## config.mk

```make
export PLATFORM = sky130hd
export DESIGN_NAME = mem_arbiter_flat
export DESIGN_NICKNAME = d
export VERILOG_FILES = /design/src/rtl/mem_arbiter_if.sv /design/src/rtl/mem_arbiter.sv /design/src/flat_wrapper.sv
export SDC_FILE = /design/constraint.sdc
export NUM_CORES = 1
export LEC_CHECK = 0
export CAP_MARGIN = 20
export CORE_AREA = 2 2 107 109
export CTS_CLUSTER_DIAMETER = 30
export DETAILED_ROUTE_END_ITERATION = 7
export DIE_AREA = 0 0 109 111
export PLACE_DENSITY = 0.63
export SLEW_MARGIN = 20
export SYNTH_ARGS = -nofsm -noshare
export SYNTH_HDL_FRONTEND = slang
export SYNTH_SLANG_ARGS = --single-unit
```

## constraint.sdc

```tcl
create_clock -name CLK -period 1.6 [get_ports CLK]
set_input_delay 0.16 -clock CLK [delete_from_list [all_inputs] [get_ports CLK]]
set_output_delay 0.16 -clock CLK [all_outputs]
set_load 0.01 [all_outputs]
```

## src/rtl/mem_arbiter_if.sv

```systemverilog
// Bus bundle between the fetch/MEM requesters, the arbiter and the single RAM port.
// The slave modport is the arbiter's view; master is the requester/RAM side.
interface mem_arbiter_if;
    logic        iREN;
    logic [31:0] iaddr;
    logic        dREN;
    logic        dWEN;
    logic [31:0] daddr;
    logic [31:0] dstore;
    logic [31:0] ramload;
    logic [1:0]  ramstate;
    logic        iwait;
    logic        dwait;
    logic [31:0] iload;
    logic [31:0] dload;
    logic        ramREN;
    logic        ramWEN;
    logic [31:0] ramaddr;
    logic [31:0] ramstore;
    logic        err;
    logic [7:0]  timeout_cnt;

    modport slave (
        input  iREN, iaddr, dREN, dWEN, daddr, dstore, ramload, ramstate,
        output iwait, dwait, iload, dload, ramREN, ramWEN, ramaddr, ramstore,
               err, timeout_cnt
    );

    modport master (
        output iREN, iaddr, dREN, dWEN, daddr, dstore, ramload, ramstate,
        input  iwait, dwait, iload, dload, ramREN, ramWEN, ramaddr, ramstore,
               err, timeout_cnt
    );
endinterface

```

## src/rtl/mem_arbiter.sv

```systemverilog
// Shares one RAM port between instruction fetch (I) and data load/store (D).
// D has priority; a streak counter bounds I starvation and a timer aborts dead grants.
module mem_arbiter #(
    parameter int MAX_DSTREAK = 4,
    parameter int TIMEOUT     = 255
) (
    input logic          CLK,
    input logic          nRST,
    mem_arbiter_if.slave bus
);
    localparam logic [1:0] IDLE = 2'd0;
    localparam logic [1:0] IGNT = 2'd1;
    localparam logic [1:0] DGNT = 2'd2;

    localparam logic [1:0] RAM_ACCESS = 2'd2;
    localparam logic [1:0] RAM_ERROR  = 2'd3;

    localparam logic [3:0] STREAK_MAX = 4'(MAX_DSTREAK);
    localparam logic [7:0] TIMER_LAST = 8'(TIMEOUT - 1);

    logic [1:0] state, state_next;
    logic [3:0] streak, streak_next;
    logic [7:0] timer, timer_next;
    logic       err_q, err_next;
    logic       d_req;
    logic       responded;

    assign d_req     = bus.dREN | bus.dWEN;
    assign responded = (bus.ramstate == RAM_ACCESS) || (bus.ramstate == RAM_ERROR);

    always_comb begin
        state_next   = state;
        streak_next  = streak;
        timer_next   = timer;
        err_next     = 1'b0;
        bus.ramREN   = 1'b0;
        bus.ramWEN   = 1'b0;
        bus.ramaddr  = 32'h0;
        bus.ramstore = 32'h0;
        bus.iwait    = bus.iREN;
        bus.dwait    = d_req;
        bus.iload    = 32'h0;
        bus.dload    = 32'h0;

        case (state)
            IDLE: begin
                timer_next = 8'h0;
                if (d_req && (!bus.iREN || (streak < STREAK_MAX)))
                    state_next = DGNT;
                else if (bus.iREN)
                    state_next = IGNT;
            end

            DGNT: begin
                bus.ramaddr  = bus.daddr;
                bus.ramstore = bus.dstore;
                bus.ramWEN   = bus.dWEN;
                bus.ramREN   = bus.dREN & ~bus.dWEN;
                if (!d_req) begin
                    state_next = IDLE;
                    timer_next = 8'h0;
                end else if (responded) begin
                    bus.dwait  = 1'b0;
                    bus.dload  = bus.dWEN ? 32'h0 : bus.ramload;
                    state_next = IDLE;
                    timer_next = 8'h0;
                    err_next   = (bus.ramstate == RAM_ERROR);
                    // Only D completions with I waiting count toward starvation.
                    if (bus.iREN)
                        streak_next = (streak < STREAK_MAX) ? streak + 4'd1 : STREAK_MAX;
                    else
                        streak_next = 4'd0;
                end else if (timer == TIMER_LAST) begin
                    state_next = IDLE;
                    timer_next = 8'h0;
                    err_next   = 1'b1;
                end else begin
                    timer_next = timer + 8'd1;
                end
            end

            IGNT: begin
                bus.ramaddr = bus.iaddr;
                bus.ramREN  = bus.iREN;
                if (!bus.iREN) begin
                    state_next = IDLE;
                    timer_next = 8'h0;
                end else if (responded) begin
                    bus.iwait   = 1'b0;
                    bus.iload   = bus.ramload;
                    state_next  = IDLE;
                    timer_next  = 8'h0;
                    err_next    = (bus.ramstate == RAM_ERROR);
                    streak_next = 4'd0;
                end else if (timer == TIMER_LAST) begin
                    state_next = IDLE;
                    timer_next = 8'h0;
                    err_next   = 1'b1;
                end else begin
                    timer_next = timer + 8'd1;
                end
            end

            default: begin
                state_next = IDLE;
                timer_next = 8'h0;
            end
        endcase
    end

    always_ff @(posedge CLK or negedge nRST) begin
        if (!nRST) begin
            state  <= IDLE;
            streak <= 4'd0;
            timer  <= 8'h0;
            err_q  <= 1'b0;
        end else begin
            state  <= state_next;
            streak <= streak_next;
            timer  <= timer_next;
            err_q  <= err_next;
        end
    end

    assign bus.err         = err_q;
    assign bus.timeout_cnt = timer;
endmodule

```

## src/flat_wrapper.sv

```systemverilog
// flat-port wrapper written by rule: the top's interface ports become plain ports
module mem_arbiter_flat 
#(
    parameter int MAX_DSTREAK = 4,
    parameter int TIMEOUT     = 255
)
  (CLK, nRST, bus_iREN, bus_iaddr, bus_dREN, bus_dWEN, bus_daddr, bus_dstore, bus_ramload, bus_ramstate, bus_iwait, bus_dwait, bus_iload, bus_dload, bus_ramREN, bus_ramWEN, bus_ramaddr, bus_ramstore, bus_err, bus_timeout_cnt);
  mem_arbiter_if bus_i ();
  input logic CLK;
  input logic nRST;
  input wire logic [$bits(bus_i.iREN)-1:0] bus_iREN;
  input wire logic [$bits(bus_i.iaddr)-1:0] bus_iaddr;
  input wire logic [$bits(bus_i.dREN)-1:0] bus_dREN;
  input wire logic [$bits(bus_i.dWEN)-1:0] bus_dWEN;
  input wire logic [$bits(bus_i.daddr)-1:0] bus_daddr;
  input wire logic [$bits(bus_i.dstore)-1:0] bus_dstore;
  input wire logic [$bits(bus_i.ramload)-1:0] bus_ramload;
  input wire logic [$bits(bus_i.ramstate)-1:0] bus_ramstate;
  output wire logic [$bits(bus_i.iwait)-1:0] bus_iwait;
  output wire logic [$bits(bus_i.dwait)-1:0] bus_dwait;
  output wire logic [$bits(bus_i.iload)-1:0] bus_iload;
  output wire logic [$bits(bus_i.dload)-1:0] bus_dload;
  output wire logic [$bits(bus_i.ramREN)-1:0] bus_ramREN;
  output wire logic [$bits(bus_i.ramWEN)-1:0] bus_ramWEN;
  output wire logic [$bits(bus_i.ramaddr)-1:0] bus_ramaddr;
  output wire logic [$bits(bus_i.ramstore)-1:0] bus_ramstore;
  output wire logic [$bits(bus_i.err)-1:0] bus_err;
  output wire logic [$bits(bus_i.timeout_cnt)-1:0] bus_timeout_cnt;
  assign bus_i.iREN = bus_iREN;
  assign bus_i.iaddr = bus_iaddr;
  assign bus_i.dREN = bus_dREN;
  assign bus_i.dWEN = bus_dWEN;
  assign bus_i.daddr = bus_daddr;
  assign bus_i.dstore = bus_dstore;
  assign bus_i.ramload = bus_ramload;
  assign bus_i.ramstate = bus_ramstate;
  assign bus_iwait = bus_i.iwait;
  assign bus_dwait = bus_i.dwait;
  assign bus_iload = bus_i.iload;
  assign bus_dload = bus_i.dload;
  assign bus_ramREN = bus_i.ramREN;
  assign bus_ramWEN = bus_i.ramWEN;
  assign bus_ramaddr = bus_i.ramaddr;
  assign bus_ramstore = bus_i.ramstore;
  assign bus_err = bus_i.err;
  assign bus_timeout_cnt = bus_i.timeout_cnt;
  mem_arbiter #(.MAX_DSTREAK(MAX_DSTREAK), .TIMEOUT(TIMEOUT)) u_core (.CLK(CLK), .nRST(nRST), .bus(bus_i));
endmodule
```

After elaboration in Yosys (flattened, before gate mapping) --
Cells that the tools add are included.
Storage, ports and cells: input port bits 135, bits in registers 15, output and inout port bits 141
Cells by class: magnitude comparators 1, equality and inequality tests 10, $add $sub $neg 2, reductions and logical operators 7, bitwise logic cells 3, muxes and demuxes 40
Operator list (number):
- $mux 32 | 8
- $pmux 32 s2 | 1
- $mux 8 | 4
- $mux 4 | 6
- $pmux 8 s2 | 1
- $mux 2 | 6
- $mux 1 | 10
- $add 8x1->8 const B | 1
- $eq 8x8->1 const B | 1
- $pmux 4 s2 | 1
- $eq 2x2->1 const B | 3
- $ne 2x1->1 const B | 3
- $pmux 2 s3 | 1
- $reduce_and 5->1 | 1
- $add 4x1->4 const B | 1
- $lt 4x3->1 const B | 1
- $pmux 1 s2 | 2
- $ne 3x2->1 const B | 1
- $eq 2x1->1 const B | 1
- $logic_not 2->1 | 1
- $logic_or 1x1->1 | 2
- $ne 2x2->1 const B | 1
- $reduce_bool 2->1 | 1
- $and 1x1->1 | 1
- 4 further kinds | 4

Longest topological paths before layout --
Gate-level depths: netlist of the first run.
depth after elaboration 6, gate-level depth with buffers 7, gate-level depth less buffers 6

Worst setup path after synthesis of the first run --
No wires, ideal clock.
kind register to output, from register u_core.state[0], to output bus_dload[10], stages on the path, launching flop included 8, path slack 49 ps, data arrival time 1391 ps, buffers on the path 3, cells stage by stage dfrtp_1 > inv_1 > ha_1 > buf_2 > buf_4 > nand3b_2 > buf_2 > nor2_1
On the way: cells in the longest elaborated chain, start to end 2
Ends and longest elaborated chain:
- start: declaration | line mem_arbiter.sv:21 | logic [1:0] state, state_next;
- start signal: assignment | line mem_arbiter.sv:118 | state <= state_next;
- $eq 2x2->1 | line mem_arbiter.sv:45 | case (state)
- $mux 32 | line mem_arbiter.sv:45
- end: declaration | line flat_wrapper.sv:22 | output wire logic [$bits(bus_i.dload)-1:0] bus_dload;
No other way between the ends.

Final worst setup path of the first run --
from register u_core.state[1], to output bus_ramaddr[19]
On the way: cells in the longest elaborated chain, start to end 2
Ends and longest elaborated chain:
- $eq 2x1->1 / $eq 2x2->1 (equally long branches) | line mem_arbiter.sv:45
- $pmux 32 s2 * | line mem_arbiter.sv:45
- end: declaration | line flat_wrapper.sv:25 | output wire logic [$bits(bus_i.ramaddr)-1:0] bus_ramaddr;
Every way passes the cells marked *; elsewhere a longest branch is shown, timed or not.

==> results_dict.tcl, run 1 <==
set metrics [dict create \
    status "finished, violations left" \
    violations "setup timing" \
    final.setup.worst_slack_ns -0.242 \
    first_pass_iters 4 \
    dr.first_iter.drc_count 190 \
    syn_nets 447 \
    syn_area_mm2 0.00200 \
    async_flop_share 1.00 \
    nets 757 \
    start_util 0.180 \
    synth_edf_count 0 \
    fmax_mhz 543 \
    skew_ns 0.00101 \
    p_sw_uw 2360 \
    antenna_cells 0 \
    finalCritPeriodShare 1.15 \
    cp-end-kind "output pin" \
    row_count 39 \
    leakagePower_uw 0.00259 \
    cap_violations 0 \
    drive_gt1_frac 0.489 \
    cts_inserted_buffers 3 \
    p_per_area_mw_per_mm2 1010 \
    gp_congestion 0.831 \
    hold_slack_ns 0.232 \
    critPathMaxFanout 10 \
    seqPwrFrac 0.079 \
    period_needed_ns 1.84 \
    coreArea_mm2 0.0111 \
    pwr-share-clk 0.082 \
    rsz0062_at_grt "yes" \
    overflow 0 \
    grt_pass1_vias 3416 \
    numPortBuffers 275 \
    tightest_slew_ns 0.312 \
    drc 0 \
    layout_common_cells "clkdlybuf4s50_1, buf_2, buf_6, nand2_1, nor2_1" \
    root_buffer "clkbuf_16" \
    grt_pass1_wl_mm 18.2 \
    yosys_warnings 0 \
    place_area_mm2 0.00503 \
    required_ns 1.44 \
    setup_viol 138 \
    syn_to_final_growth_pct 195 \
    grt.total_usage 0.190 \
    relSlewSlack 0.790 \
    wl_per_cell_um 17.0 \
    intPower_uw 3600 \
    pwr-share-comb 0.839 \
    syn_avg_cell_area_um2 6.54 \
    cts_tree "done" \
    hp-class "input pin to asynchronous set/reset pin" \
    dp.cells 716 \
    vdd_ir_drop_max_v 0.000504 \
    num_vias 3452 \
    die_area_mm2 0.0121 \
    final_common_cell "clkdlybuf4s50_1" \
    met3_usage 0.0423 \
    synthFlopType "dfrtp_1" \
    cts.sinks 15 \
    dieHeight_um 111 \
    clk_pin_slew_ns 0.05 \
    h-tree-depth 1 \
    ant_nets 0 \
    dp_hpwl_mm 8.77 \
    top_usage_layer "met2" \
    ys_types 39 \
    swShare 0.396 \
    drt-total-wl_mm 12.9 \
    vias_per_cell 4.56 \
    startpoint_type "flop" \
    instances_no_fill 757 \
    antenna_found_initial 0 \
    ys_seq_area_frac 0.188 \
    ys_ff_latch 15 \
    finalInstanceArea_mm2 0.00588 \
    critical_path_class "flop to output pin" \
    postCtsHoldBufs 0 \
    clkLatencyLatePin_ns 0.25 \
    grt_use_met1 0.217 \
    gr-usage-met2 0.356 \
    slew_violations 0 \
    worstPathArrival_ns 1.68 \
    clk_path_buf_depth 2 \
    finalHoldViolCount 0 \
    ioPinCount 276 \
    fp.dieW_um 109 \
    grt_max_degree 38 \
    syn_inst 305 \
]
==> power groups by stage <==
| stage | combinational (uW) | clock, uW | sequential (uW) |
|---|---|---|---|
| after global placement | 3520 | 0 | 468 |
| after CTS | 4430 | 494 | 471 |
| after global routing | 5290 | 525 | 477 |
| after detailed placement | 3550 | 0 | 472 |
| final | 4990 | 489 | 472 |
| after floorplan | 1540 | 0 | 468 |
==> timing repair <==
action	CTS	global route
setup buffers	22	9
gates resized for setup	581	152
endpoints found under the hold margin	0	0
pin swaps	36	27
endpoints found under the setup margin	145	147
cloned	10	4
==> flip-flops by register name, indices dropped and copies added, names as in the netlist <==
signal,flops
u_core.state,2
u_core.streak,4
u_core.bus.err,1
u_core.bus.timeout_cnt,8
==> Yosys cell counts (all sizes together), types with 4 or more instances <==
cell type	count	area, um^2
a22oi	32	240
and2	34	213
buf	13	67.6
clkbuf	13	50.0
dfrtp	15	375
ha	7	87.6
inv	4	15.0
nand2	40	153
nand3	4	25.0
nor2	75	284
nor2b	33	206
o21ai	7	38.8
xor2	5	43.8
==> critical path, cell delays in order, from the launching register on <==
cell and delay [ns]:
dfrtp_1 0.41, buf_6 0.13, ha_4 0.20, buf_4 0.16, buf_16 0.14, a22oi_1 0.18
nor2b_1 0.07, buf_2 0.14
==> final cells by class <==
type                       count  area (um^2)
fill                        1074         5190
multi-input combinational    260         2040
timing repair buffer         331         3190
sequential                    15          375
clock buffer                   3         75.1
tap                          143          179
inverter                       4         15.0
clock inverter                 1         5.00
==> layer usage <==
layer | part of all wire | up-vias
met2 | 0.53 | 163
met4 | 0.014 | 0
met5 | 0 | -
met1 | 0.37 | 1646
met3 | 0.090 | 17
li1 | - | 1626
==> logic make-up (layout without fill, tap and decap cells) <==
| group | after synthesis | count (layout) | share of synthesized area |
|---|---|---|---|
| buffers and inverters | 30 | 339 | 0.0665 |
| AND/OR/NAND/NOR | 198 | 198 | 0.495 |
| adder cells (fa/ha/maj) | 7 | 7 | 0.0439 |
| AO/OA/AOI/OAI | 49 | 49 | 0.180 |
| XOR/XNOR | 6 | 6 | 0.0263 |
| flip-flops | 15 | 15 | 0.188 |
==> path summary, 6_finish.rpt <==
path,start,end,cells past startpoint,slack [ns]
worst min-delay path,nRST,u_core.bus.timeout_cnt[5],2,0.23
worst max-delay path,u_core.state[1],bus_ramaddr[19],7,-0.24
max in group asynchronous,nRST,u_core.bus.err,2,1.19
worst max register to register,u_core.state[1],u_core.state[1],9,-0.13
worst min register to register,u_core.streak[0],u_core.streak[0],1,0.48
min in group CLK,u_core.streak[0],u_core.streak[0],1,0.48
==> per-stage QoR <==
step	TNS [ns]	setup slack (ns)	power, uW	util
finish	-15.70	-0.242	5950	0.531
floorplan	0	0.0490	2010	-
global route	-22.93	-0.284	6300	0.531
CTS	-19.47	-0.245	5390	0.494
detailed placement	-38.66	-0.367	4030	0.454
global placement	-35.92	-0.354	3990	0.454
Note: power is estimated with default switching activity, not from simulation.
==> run 2, diff against run 1 <==
- CTS_CLUSTER_DIAMETER: 30 -> not set
==> results of run 2 <==
Final layout, timing and power as in run 1 (identical DEF).
